`src/rtl/edgcol_pkg.sv`:
```
// Shared types and constants for the edge-collision load sequencer.
// Also sizes the edge register file write port.
package edgcol_pkg;

  localparam int NUM_EDGES   = 6;
  localparam int EDGE_ADDR_W = 3;

  typedef enum logic [2:0] {
    IDLE,
    LOAD,
    ISSUE,
    WAIT,
    RESP
  } seqState_t;

  // Watchdog counter width; a disabled watchdog
  // still needs one bit to stay a legal vector.
  function automatic int wdWidth(input int timeout);
    if (timeout < 1) return 1;
    return $clog2(timeout + 1);
  endfunction

endpackage

```
`src/rtl/edgcol_watchdog.sv`:
```
// Saturating WAIT-phase watchdog for the load sequencer.
// Ports: clk, rst (async low), clear, enable -> expired.
module edgcol_watchdog
  import edgcol_pkg::*;
#(
  parameter int TIMEOUT = 64
) (
  input  logic clk,
  input  logic rst,
  input  logic clear,
  input  logic enable,
  output logic expired
);

  localparam int W = wdWidth(TIMEOUT);

  logic [W-1:0] count;

  always_ff @(posedge clk or negedge rst) begin
    if (!rst) begin
      count <= '0;
    end else if (clear) begin
      count <= '0;
    end else if (enable && count != W'(TIMEOUT)) begin
      count <= count + W'(1);
    end
  end

  // Fires on the last permitted WAIT cycle so the
  // sequencer leaves WAIT after exactly TIMEOUT cycles.
  always_comb begin
    expired = (TIMEOUT != 0) && (count == W'(TIMEOUT - 1));
  end

endmodule

```
`src/rtl/edgcol_load_sequencer.sv`:
```
// Loads edge words into the regfile, starts the collision unit,
// waits under a watchdog and hands the result back to the core.
// Ports: start/abort control, in_* edge stream, wr* regfile port,
// chk_* collision unit, res_* result handshake, busy status.
module edgcol_load_sequencer
  import edgcol_pkg::*;
#(
  parameter int REG_WIDTH = 32,
  parameter int NUM_EDGES = edgcol_pkg::NUM_EDGES,
  parameter int ADDR_W    = EDGE_ADDR_W,
  parameter int TIMEOUT   = 64
) (
  input  logic                 clk,
  input  logic                 rst,
  input  logic                 start,
  input  logic                 abort,
  input  logic                 in_valid,
  output logic                 in_ready,
  input  logic [REG_WIDTH-1:0] in_data,
  output logic                 wrEna,
  output logic [ADDR_W-1:0]    wrAddr,
  output logic [REG_WIDTH-1:0] wrData,
  output logic                 chk_start,
  input  logic                 chk_done,
  input  logic                 chk_collide,
  output logic                 res_valid,
  input  logic                 res_ready,
  output logic                 res_collide,
  output logic                 res_timeout,
  output logic                 busy
);

  localparam logic [ADDR_W-1:0] LAST =
    ADDR_W'(NUM_EDGES - 1);

  seqState_t state;
  seqState_t stateNxt;

  logic [ADDR_W-1:0]    cnt;
  logic [ADDR_W-1:0]    cntNxt;
  logic                 wrEnaNxt;
  logic [ADDR_W-1:0]    wrAddrNxt;
  logic [REG_WIDTH-1:0] wrDataNxt;
  logic                 chkStartNxt;
  logic                 resValidNxt;
  logic                 resCollideNxt;
  logic                 resTimeoutNxt;
  logic                 inReadyNxt;
  logic                 busyNxt;
  logic                 beat;
  logic                 wdExpired;

  assign beat = in_valid & in_ready;

  edgcol_watchdog #(
    .TIMEOUT(TIMEOUT)
  ) uWatchdog (
    .clk    (clk),
    .rst    (rst),
    .clear  (state != WAIT),
    .enable (state == WAIT),
    .expired(wdExpired)
  );

  always_ff @(posedge clk or negedge rst) begin
    if (!rst) begin
      state       <= IDLE;
      cnt         <= '0;
      wrEna       <= 1'b0;
      wrAddr      <= '0;
      wrData      <= '0;
      chk_start   <= 1'b0;
      res_valid   <= 1'b0;
      res_collide <= 1'b0;
      res_timeout <= 1'b0;
      in_ready    <= 1'b0;
      busy        <= 1'b0;
    end else begin
      state       <= stateNxt;
      cnt         <= cntNxt;
      wrEna       <= wrEnaNxt;
      wrAddr      <= wrAddrNxt;
      wrData      <= wrDataNxt;
      chk_start   <= chkStartNxt;
      res_valid   <= resValidNxt;
      res_collide <= resCollideNxt;
      res_timeout <= resTimeoutNxt;
      in_ready    <= inReadyNxt;
      busy        <= busyNxt;
    end
  end

  always_comb begin
    stateNxt      = state;
    cntNxt        = cnt;
    wrEnaNxt      = 1'b0;
    wrAddrNxt     = wrAddr;
    wrDataNxt     = wrData;
    chkStartNxt   = 1'b0;
    resValidNxt   = res_valid;
    resCollideNxt = res_collide;
    resTimeoutNxt = res_timeout;
    inReadyNxt    = 1'b0;

    // Abort beats every in-flight event, including
    // a beat or a result acceptance in the same cycle.
    if (abort && state != IDLE) begin
      stateNxt    = IDLE;
      cntNxt      = '0;
      resValidNxt = 1'b0;
    end else begin
      unique case (state)
        IDLE: begin
          if (start) begin
            stateNxt      = LOAD;
            cntNxt        = '0;
            inReadyNxt    = 1'b1;
            resCollideNxt = 1'b0;
            resTimeoutNxt = 1'b0;
          end
        end
        LOAD: begin
          inReadyNxt = 1'b1;
          if (beat) begin
            wrEnaNxt  = 1'b1;
            wrAddrNxt = cnt;
            wrDataNxt = in_data;
            cntNxt    = cnt + ADDR_W'(1);
            if (cnt == LAST) begin
              stateNxt   = ISSUE;
              inReadyNxt = 1'b0;
            end
          end
        end
        ISSUE: begin
          // The last write is on the port now, so the
          // collision unit starts only after it commits.
          stateNxt    = WAIT;
          chkStartNxt = 1'b1;
        end
        WAIT: begin
          if (chk_done) begin
            stateNxt      = RESP;
            resValidNxt   = 1'b1;
            resCollideNxt = chk_collide;
            resTimeoutNxt = 1'b0;
          end else if (wdExpired) begin
            stateNxt      = RESP;
            resValidNxt   = 1'b1;
            resCollideNxt = 1'b0;
            resTimeoutNxt = 1'b1;
          end
        end
        RESP: begin
          if (res_ready) begin
            stateNxt    = IDLE;
            resValidNxt = 1'b0;
          end
        end
        default: begin
          stateNxt    = IDLE;
          resValidNxt = 1'b0;
        end
      endcase
    end

    busyNxt = (stateNxt != IDLE);
  end

endmodule
```
`config.mk`:
```
export PLATFORM = sky130hd
export DESIGN_NAME = edgcol_load_sequencer
export DESIGN_NICKNAME = d
export VERILOG_FILES = /design/src/rtl/edgcol_pkg.sv /design/src/rtl/edgcol_watchdog.sv /design/src/rtl/edgcol_load_sequencer.sv
export SDC_FILE = /design/constraint.sdc
export NUM_CORES = 1
export LEC_CHECK = 0
export BUFFER_PORTS_ARGS = -buffer_cell sky130_fd_sc_hd__buf_4
export CAP_MARGIN = 15
export CORE_MARGIN = 2
export CORE_UTILIZATION = 40
export CTS_BUF_LIST = sky130_fd_sc_hd__clkbuf_16
export DETAILED_ROUTE_END_ITERATION = 8
export PLACE_DENSITY = 0.7
export SLEW_MARGIN = 20
export SYNTH_ARGS = -nofsm -noshare
export SYNTH_HDL_FRONTEND = slang
export SYNTH_SLANG_ARGS = --single-unit
```
`constraint.sdc`:
```
create_clock -name clk -period 2.5 [get_ports clk]
set_input_delay 0.5 -clock clk [delete_from_list [all_inputs] [get_ports clk]]
set_output_delay 0.5 -clock clk [all_outputs]
set_load 0.005 [all_outputs]
```
==> impl_metrics.env <==
export IMPL_status="finished clean"
export IMPL_worstRegToRegCells=4
export IMPL_dieWidth_um=82.2
export IMPL_vias_per_cell=4.78
export IMPL_rrSetupSlack_ns=0.47
export IMPL_finalHoldViolCount=0
export IMPL_drt_wirelength_per_cell_um=12.9
export IMPL_vias=1596
export IMPL_final_common_cell="buf_4"
export IMPL_slowest_stage="or4b_1"
export IMPL_ys_warn_count=0
export IMPL_ctsHoldBuffers=0
export IMPL_end_kind="flip-flop"
export IMPL_rsz0062_at_grt="false"
export IMPL_routed_wl_um=4320
export IMPL_grt_overflow=0
export IMPL_synth_cells=175
export IMPL_clk_latency_ns=0.28
export IMPL_cts_tree="done"
export IMPL_fmax_ghz=0.491
export IMPL_numCtsBuffers=5
export IMPL_dieArea_mm2=0.00676
export IMPL_cts_root_buf="clkbuf_16"
export IMPL_drcViolationCount=0
export IMPL_antenna_found_initial=0
export IMPL_cts_repair_resized=0
export IMPL_drv_slew=0
export IMPL_insertedDiodeCount=0
export IMPL_setup_ws_ns=0.465
export IMPL_drt_iter0_drc=74
export IMPL_drv_cap=0
export IMPL_path_max_fanout=19
export IMPL_skew_ns=0.00459
export IMPL_ir_worst_vdd_mv=0.350
export IMPL_synth_cell_types=36
export IMPL_start_kind="flip-flop"
export IMPL_slew_headroom_pct=55.9
export IMPL_drtPass1Iterations=4
export IMPL_grt_pass1_vias=1507
export IMPL_avgSynthCellArea_um2=14.0
export IMPL_ff_latch_area_mm2=0.00138
export IMPL_floorplan_initialDensity_pct=41.4
export IMPL_final_cells=334
export IMPL_path_clk_slew_ns=0.07
export IMPL_io_buffers=81
export IMPL_drive_gt1_share_pct=51.0
export IMPL_postCtsSetupRepairBufs=0
export IMPL_slowest_delay_ns=0.70
export IMPL_multi_input_area_um2=968
export IMPL_pin_count=82
export IMPL_finalSetupTns_ns=0
export IMPL_grt_usage_pct=13.3
export IMPL_synth_seq_cells=55
export IMPL_min_path_type="in2async"
export IMPL_power_leakage_nw=1.61
export IMPL_cp_arrival_ns=2.20
export IMPL_gp_congestion=0.816
export IMPL_dpl_worst_slack_ns=0.298
export IMPL_dp_cells=326
export IMPL_cts_buffer_depth=2
export IMPL_synthesis_area_mm2=0.00245
export IMPL_finalSetupViolations=0
export IMPL_period_needed_ns=2.03
export IMPL_finalPower_mw=2.70
export IMPL_placed_area_mm2=0.00311
export IMPL_place_hpwl_um=3170
export IMPL_finalInstanceArea_mm2=0.00325
export IMPL_syn_to_final_growth_pct=32.8
export IMPL_antenna_left=0
export IMPL_post_route_util_pct=54.9
export IMPL_required_ns=2.67
export IMPL_crit_chain="or4b_1 > nor2_8 > buf_12 > mux2_2"
export IMPL_placementRows=28
export IMPL_h_tree_depth=2
export IMPL_layout_common_cells="81 x buf_4, 55 x dfrtp_1, 28 x mux2_4"
export IMPL_synth_nets=219
export IMPL_fin_nets=302
export IMPL_worstMarginPinSlew_ns=0.662
export IMPL_nFillCells=513
export IMPL_powerDensity_mw_per_mm2=832
export IMPL_synth_seq_area_share_pct=56.2
export IMPL_finalCritPeriodShare_pct=81.4
export IMPL_core_mm2=0.00592
export IMPL_hold_ws_ns=0.243
export IMPL_cts_num_sinks=55
export IMPL_grt_pass1_wl_um=6930
export IMPL_grt_max_degree=56
export IMPL_die_height_um=82.2
export IMPL_critical_path_class="reg2reg"
per-layer routing:
layer	wire (um)	GRT usage, %	vias up
li1	-	-	781
met1	1950	18.2	760
met2	1990	20.5	53
met3	362	4.35	2
met4	16	3.50	0
met5	0	0	-
synth_stat cells:
library cell  instances  area (um2)
o21a_1                1        7.51
dfrtp_1              55        1380
mux2i_1               1        10.0
buf_6                 1        11.3
a31o_2                1        8.76
o31ai_1               2        15.0
o41ai_1               1        8.76
ha_1                  4        50.1
buf_12                3        60.1
mux2_4               28         420
a31oi_1               1        6.26
nor2_8                1        20.0
a21o_1                3        22.5
nand3b_1              3        22.5
nor4_1                2        12.5
o21ai_0               3        15.0
nor3b_1               1        7.51
a21bo_2               1        10.0
nor3_1                3        15.0
xor2_1                2        17.5
nand2_1               6        22.5
buf_2                 2        10.0
nand2b_1              1        6.26
mux2_2                8        90.1
nor2b_1               1        6.26
a21oi_1               6        30.0
and3_1                2        12.5
clkbuf_1              1        3.75
or4b_1                1        10.0
a22oi_1               1        7.51
nor2_1               16        60.1
inv_1                 5        18.8
and4_1                1        8.76
xnor2_1               2        17.5
nand3_1               3        15.0
or2_2                 2        12.5
cells by family (layout without fill, tap and decap cells):
| family | after synthesis | count (layout) | share of synthesized area (%) |
|---|---|---|---|
| adders and majority gates | 4 | 4 | 2.04 |
| AOI/OAI and AO/OA | 20 | 20 | 5.37 |
| DFF | 55 | 55 | 56.2 |
| buffers and inverters | 12 | 96 | 4.24 |
| and+or+nand+nor | 43 | 43 | 9.45 |
| xor gates and xnor gates | 4 | 4 | 1.43 |
| muxes | 37 | 37 | 21.3 |
where the power goes:
group / internal [mW] / switching [mW]
Clock: 0.369 / 0.299
Combinational: 0.566 / 0.223
Sequential: 1.11 / 0.132
Total: 2.05 / 0.655
registers in the layout (all words and copies together), names as in the netlist:
signal           flops
cnt                  3
uWatchdog.count      7
res_valid            1
chk_start            1
busy                 1
wrEna                1
wrData              32
state                3
wrAddr               3
in_ready             1
res_collide          1
res_timeout          1
worst paths after layout:
check,from,end
max,state[1]$_DFF_PN0_,wrData[20]$_DFFE_PN0P_
min,rst,wrData[28]$_DFFE_PN0P_
max reg2reg,state[1]$_DFF_PN0_,wrData[20]$_DFFE_PN0P_
min reg2reg,wrData[18]$_DFFE_PN0P_,wrData[18]$_DFFE_PN0P_
max in group asynchronous,rst,uWatchdog.count[3]$_DFFE_PN0P_
min in group clk,chk_done,res_timeout$_DFFE_PN0P_
area by class of cell:
class / instances / area share, %
inverter: 5 / 0.577
sequential: 55 / 42.3
multi-input combinational: 108 / 29.8
clock buffer: 5 / 3.85
timing repair buffer: 83 / 19.9
clock inverter: 3 / 0.616
tap: 75 / 2.89
worst max-delay path: cells and delay by family, from the launching register on:
kind / cells / cell delay [ns]
muxes: 1 / 0.35
buffers and inverters: 1 / 0.19
and+or+nand+nor: 2 / 0.91
DFF: 1 / 0.45
Power figures use the tool's default switching activity.
